### config.mk
export PLATFORM = sky130hd
export DESIGN_NAME = reset_sequencer
export DESIGN_NICKNAME = d
export VERILOG_FILES = /design/src/rtl/reset_sequencer.sv
export SDC_FILE = /design/constraint.sdc
export NUM_CORES = 1
export LEC_CHECK = 0
export CORE_ASPECT_RATIO = 1.2
export CORE_UTILIZATION = 50
export DETAILED_ROUTE_END_ITERATION = 16
export GPL_TIMING_DRIVEN = 1
export PLACE_DENSITY_LB_ADDON = 0.08
export SLEW_MARGIN = 0
export SYNTH_ARGS = -nofsm -noshare
export SYNTH_HDL_FRONTEND = slang
export SYNTH_SLANG_ARGS = --single-unit
### constraint.sdc
create_clock -name I_CLK -period 2.42 [get_ports I_CLK]
set_clock_uncertainty 0.15 [all_clocks]
set_input_delay 0.363 -clock I_CLK [delete_from_list [all_inputs] [get_ports I_CLK]]
set_output_delay 0.363 -clock I_CLK [all_outputs]
set_load 0.005 [all_outputs]
### src/rtl/reset_sequencer.sv
// Power-on / software reset sequencer: holds every domain in reset, then releases
// domains one at a time in index order, waiting for each domain's ack (or a timeout).
module reset_sequencer #(
  parameter int NUM_DOMAINS = 4,
  parameter int HOLD_CYCLES = 6,
  parameter int ACK_TIMEOUT = 255
) (
  input  logic                   I_CLK,
  input  logic                   I_ASYNC_RESET_N,
  input  logic                   I_SW_RESET,
  input  logic [NUM_DOMAINS-1:0] I_DOMAIN_ACK,
  output logic [NUM_DOMAINS-1:0] O_DOMAIN_RESET,
  output logic                   O_READY,
  output logic                   O_BUSY,
  output logic [NUM_DOMAINS-1:0] O_TIMEOUT_ERR
);

  localparam int                IDX_W     = $clog2(NUM_DOMAINS);
  localparam logic [IDX_W-1:0]  LAST_IDX  = IDX_W'(NUM_DOMAINS - 1);
  localparam logic [7:0]        HOLD_LAST = 8'(HOLD_CYCLES - 1);
  localparam logic [7:0]        ACK_LAST  = 8'(ACK_TIMEOUT - 1);

  typedef enum logic [1:0] {
    HOLD     = 2'd0,
    RELEASE  = 2'd1,
    WAIT_ACK = 2'd2,
    DONE     = 2'd3
  } state_t;

  state_t                 state_reg, state_next;
  logic [IDX_W-1:0]       idx_reg, idx_next;
  logic [7:0]             cnt_reg, cnt_next;
  logic [NUM_DOMAINS-1:0] domain_reset_reg, domain_reset_next;
  logic [NUM_DOMAINS-1:0] timeout_err_reg, timeout_err_next;

  logic       set_all;
  logic       release_one;
  logic       timeout_one;
  logic       clear_err;
  logic       ack_sel;
  logic [7:0] cnt_inc;

  assign ack_sel = I_DOMAIN_ACK[idx_reg];
  // Saturating increment: the counter never wraps back into a matching range.
  assign cnt_inc = (cnt_reg == 8'hFF) ? cnt_reg : cnt_reg + 8'd1;

  always_ff @(posedge I_CLK or negedge I_ASYNC_RESET_N) begin
    if (!I_ASYNC_RESET_N) begin
      state_reg        <= HOLD;
      idx_reg          <= '0;
      cnt_reg          <= '0;
      domain_reset_reg <= '1;
      timeout_err_reg  <= '0;
    end else begin
      state_reg        <= state_next;
      idx_reg          <= idx_next;
      cnt_reg          <= cnt_next;
      domain_reset_reg <= domain_reset_next;
      timeout_err_reg  <= timeout_err_next;
    end
  end

  always_comb begin
    state_next  = state_reg;
    idx_next    = idx_reg;
    cnt_next    = cnt_reg;
    set_all     = 1'b0;
    release_one = 1'b0;
    timeout_one = 1'b0;
    clear_err   = 1'b0;

    unique case (state_reg)
      HOLD: begin
        set_all = 1'b1;
        if (cnt_reg >= HOLD_LAST) begin
          state_next = RELEASE;
          idx_next   = '0;
          cnt_next   = '0;
        end else begin
          cnt_next = cnt_inc;
        end
      end

      RELEASE: begin
        release_one = 1'b1;
        cnt_next    = '0;
        state_next  = WAIT_ACK;
      end

      WAIT_ACK: begin
        // An ack on the timeout edge takes priority, so no error is flagged.
        if (ack_sel || (cnt_reg >= ACK_LAST)) begin
          timeout_one = !ack_sel;
          cnt_next    = '0;
          if (idx_reg == LAST_IDX) begin
            state_next = DONE;
          end else begin
            idx_next   = idx_reg + 1'b1;
            state_next = RELEASE;
          end
        end else begin
          cnt_next = cnt_inc;
        end
      end

      DONE: begin
        if (I_SW_RESET) begin
          state_next = HOLD;
          idx_next   = '0;
          cnt_next   = '0;
          set_all    = 1'b1;
          clear_err  = 1'b1;
        end
      end

      default: begin
        state_next = HOLD;
        idx_next   = '0;
        cnt_next   = '0;
        set_all    = 1'b1;
      end
    endcase
  end

  genvar gi;
  generate
    for (gi = 0; gi < NUM_DOMAINS; gi = gi + 1) begin : g_domain
      logic sel;
      assign sel = (idx_reg == IDX_W'(gi));
      assign domain_reset_next[gi] = set_all                ? 1'b1 :
                                     (release_one && sel)   ? 1'b0 :
                                     domain_reset_reg[gi];
      assign timeout_err_next[gi]  = clear_err              ? 1'b0 :
                                     (timeout_one && sel)   ? 1'b1 :
                                     timeout_err_reg[gi];
    end
  endgenerate

  assign O_DOMAIN_RESET = domain_reset_reg;
  assign O_TIMEOUT_ERR  = timeout_err_reg;
  assign O_READY        = (state_reg == DONE);
  assign O_BUSY         = (state_reg != DONE);

endmodule
==> results_dict.tcl, run 1 <==
set metrics [dict create \
    drv_cap 0 \
    synth_top_area_cell "dfrtp_1" \
    holdWs_ps 219 \
    grt_pass1_vias 952 \
    synthCells 118 \
    final_max_slew_viol_count 0 \
    vias 922 \
    critPathTopFamily "compound AO/OA/AOI/OAI gates" \
    routabilityCongestion 0.769 \
    die_area_um2 2600 \
    p_sw_share_pct 37.5 \
    fin_ws_ps 234 \
    grt_setup_unrepaired "no" \
    fmax_ghz 0.458 \
    netlist_top_cells_area "dfrtp_1 33%, ha_1 13%, dfstp_2 8.8%" \
    cts-resized-gates 0 \
    power_density_nw_per_um2 1010 \
    syn2layout_area_growth_pct 21.6 \
    setup_viol 0 \
    final_nets 159 \
    yosys_warnings 0 \
    p_comb_share_pct 46.8 \
    status "finished, final reports clean" \
    p_sw_w 0.000553 \
    total_power_w 0.00147 \
    start_kind "flip-flop" \
    place_ws_ps 205 \
    worstPathArrival_ps 2280 \
    synthesis.area_um2 1200 \
    fin_crit_ps 2190 \
    h-tree-depth 1 \
    die-height_um 55.6 \
    setup_tns_ps 0 \
    rows 19 \
    largest_register_ffs 8 \
    multi_input_area_um2 654 \
    yosysSeqAreaShare_pct 42.2 \
    drc 0 \
    cts_tree "built" \
    post_drt_wl_per_cell_um 14.4 \
    cp_num_buf_inv 0 \
    num_io_pins 17 \
    slowest_stage "or4_1" \
    slew_headroom_pct 62.9 \
    ff_latch_area_um2 505 \
    cts_made_buffers 3 \
    first_pass_iters 4 \
    via_per_inst 5.42 \
    clk_path_buf_depth 2 \
    worst-setup-path-type "reg -> reg" \
    drtIter0Drc 14 \
    fillers 208 \
    coreArea_um2 2280 \
    clk_latency_ps 310 \
    worst_slew_pin_slew_ps 555 \
    postCtsHoldBufs 0 \
    p_clk_share_pct 18.8 \
    grt_pass1_wl_um 4020 \
    initial_core_util_pct 52.5 \
    p_leak_nw 0.655 \
    slowest_delay_ps 600 \
    cts.reportedPaths.clkPinSlew_ps 110 \
    worstPathCellList "or4_1 -> a2111oi_4 -> a211o_4 -> a211o_1 -> mux2i_1" \
    io_buffers 16 \
    hold_path.class "in -> async" \
    crit_fanout 6 \
    finalCritPeriodShare_pct 90.3 \
    drive_gt1_share_pct 11.5 \
    synth_nets 137 \
    insertedDiodeCount 0 \
    ys_seq_elements 20 \
    seqPwrFrac_pct 34.4 \
    synthDistinctLibCells 30 \
    hold_viol 0 \
    totalWireLength_um 2450 \
    antenna_found_initial 0 \
    crit_path_end_kind "flip-flop" \
    dp_hpwl_um 1880 \
    ant_nets 0 \
    gr-usage-all-layers_pct 21.3 \
    critPathRequiredTime_ps 2510 \
    p_int_w 0.000919 \
    die_w_um 46.7 \
    ir_drop_v 0.000857 \
    cts_setup_buffers 0 \
    synth_area_per_cell_um2 10.1 \
    synth.top_cell.area_share_pct 33.4 \
    root_buffer "clkbuf_4" \
    clock-sinks 20 \
    grt_overflow 0 \
    grt_max_degree 21 \
]
==> cells by family (layout without fill, tap and decap cells) <==
group	count (synthesis)	count (layout)	synth area share (%)
muxes	7	7	6.06
DFF	20	20	42.2
xor gates and xnor gates	1	1	0.732
adders and majority gates	12	12	12.5
AOI/OAI and AO/OA	27	27	17.3
buffers and inverters	9	30	3.14
and+or+nand+nor	42	42	18.0
==> layout make-up <==
type                            instances  area share [%]
Multi-Input combinational cell         89            44.9
Sequential cell                        20            34.7
Timing Repair Buffer                   18            12.0
Tap cell                               31            2.66
Clock inverter                          1            2.06
Inverter                                8            2.06
Clock buffer                            3            1.55
==> synth_stat cells <==
cell       number
dfrtp_1        16
a21oi_1        12
ha_1           12
nor2_1         10
nand2_1         9
inv_1           8
nand3_1         7
a21o_1          5
mux2i_1         5
nand2b_1        5
dfstp_2         4
nor2b_1         3
and3_1          2
mux2_2          2
nor3b_1         2
o21ai_0         2
a2111oi_4       1
a211o_1         1
a211o_4         1
a21boi_1        1
a31oi_1         1
buf_4           1
nor3_1          1
nor3b_2         1
nor4_1          1
o211ai_4        1
o21ai_1         1
o22ai_1         1
or4_1           1
xnor2_1         1
==> layout by cell type (no fill, tap or decap), drive strengths merged <==
| master | synthesis | final |
|---|---|---|
| dfrtp | 16 | 16 |
| o211ai | 1 | 1 |
| nor3b | 3 | 3 |
| a21oi | 12 | 12 |
| mux2i | 5 | 5 |
| nand3 | 7 | 7 |
| and3 | 2 | 2 |
| nor2b | 3 | 3 |
| bufinv | 0 | 1 |
| or4 | 1 | 1 |
| mux2 | 2 | 2 |
| a31oi | 1 | 1 |
| a21o | 5 | 5 |
| clkdlybuf4s50 | 0 | 16 |
| nor3 | 1 | 1 |
| a2111oi | 1 | 1 |
| buf | 1 | 2 |
| nor4 | 1 | 1 |
| nand2 | 9 | 9 |
| a211o | 2 | 2 |
| ha | 12 | 12 |
| a21boi | 1 | 1 |
| inv | 8 | 8 |
| o21ai | 3 | 3 |
| nand2b | 5 | 5 |
| nor2 | 10 | 10 |
| dfstp | 4 | 4 |
| xnor2 | 1 | 1 |
| clkbuf | 0 | 3 |
| o22ai | 1 | 1 |
==> per-stage QoR <==
| stage | util [%] | cell area, µm² | cells |
|---|---|---|---|
| 4_1_cts | 63.8 | 1460 | 170 |
| 6_report | 63.8 | 1460 | 170 |
| 5_1_grt | 63.8 | 1460 | 170 |
| 2_1_floorplan | - | 1200 | 118 |
| 3_5_place_dp | 61.5 | 1400 | 166 |
| 3_3_place_gp | 61.5 | 1400 | 166 |
==> worst paths after layout <==
check / slack, ps / start / endpoint / cells past startpoint
max: 230 / cnt_reg[3]$_DFFE_PN0P_ / idx_reg[1]$_DFFE_PN0P_ / 5
min: 220 / I_ASYNC_RESET_N / O_TIMEOUT_ERR[2]$_DFFE_PN0P_ / 2
max reg2reg: 230 / cnt_reg[3]$_DFFE_PN0P_ / idx_reg[1]$_DFFE_PN0P_ / 5
min reg2reg: 370 / O_DOMAIN_RESET[0]$_DFFE_PN1P_ / O_DOMAIN_RESET[0]$_DFFE_PN1P_ / 1
max in group asynchronous: 1640 / I_ASYNC_RESET_N / O_DOMAIN_RESET[0]$_DFFE_PN1P_ / 2
min in group I_CLK: 370 / O_DOMAIN_RESET[0]$_DFFE_PN1P_ / O_DOMAIN_RESET[0]$_DFFE_PN1P_ / 1
==> power groups by stage <==
stage,clock (W),sequential [W],combinational (W)
5_1_grt,0.000294,0.000519,0.000757
3_5_place_dp,0,0.000513,0.000689
6_report,0.000276,0.000507,0.000689
4_1_cts,0.000283,0.000507,0.000692
2_1_floorplan,0,0.000499,0.000476
3_3_place_gp,0,0.000507,0.000664
==> worst register-to-register path, cell delays in order (launching register included) <==
cell	delay (ps)
dfrtp_1	430
or4_1	600
a2111oi_4	410
a211o_4	180
a211o_1	160
mux2i_1	190
==> per-layer routing <==
metal	vias to the layer above	global-route usage [%]	share of wire (%)
met1	450	21.6	40
met2	12	41.1	56
met3	7	1.95	1.6
met5	-	0	0
li1	453	-	-
met4	0	8.16	2.1
No activity file was read; power rests on OpenSTA's default activity.
==> inputs of run 2 (changes only) <==
--- a/config.mk
+++ b/config.mk
@@ -10,7 +10,6 @@
 export DETAILED_ROUTE_END_ITERATION = 16
 export GPL_TIMING_DRIVEN = 1
 export PLACE_DENSITY_LB_ADDON = 0.08
-export SLEW_MARGIN = 0
 export SYNTH_ARGS = -nofsm -noshare
 export SYNTH_HDL_FRONTEND = slang
 export SYNTH_SLANG_ARGS = --single-unit
==> results of run 2 <==
Same layout as run 1: the final DEF is identical, and so are final timing and power.
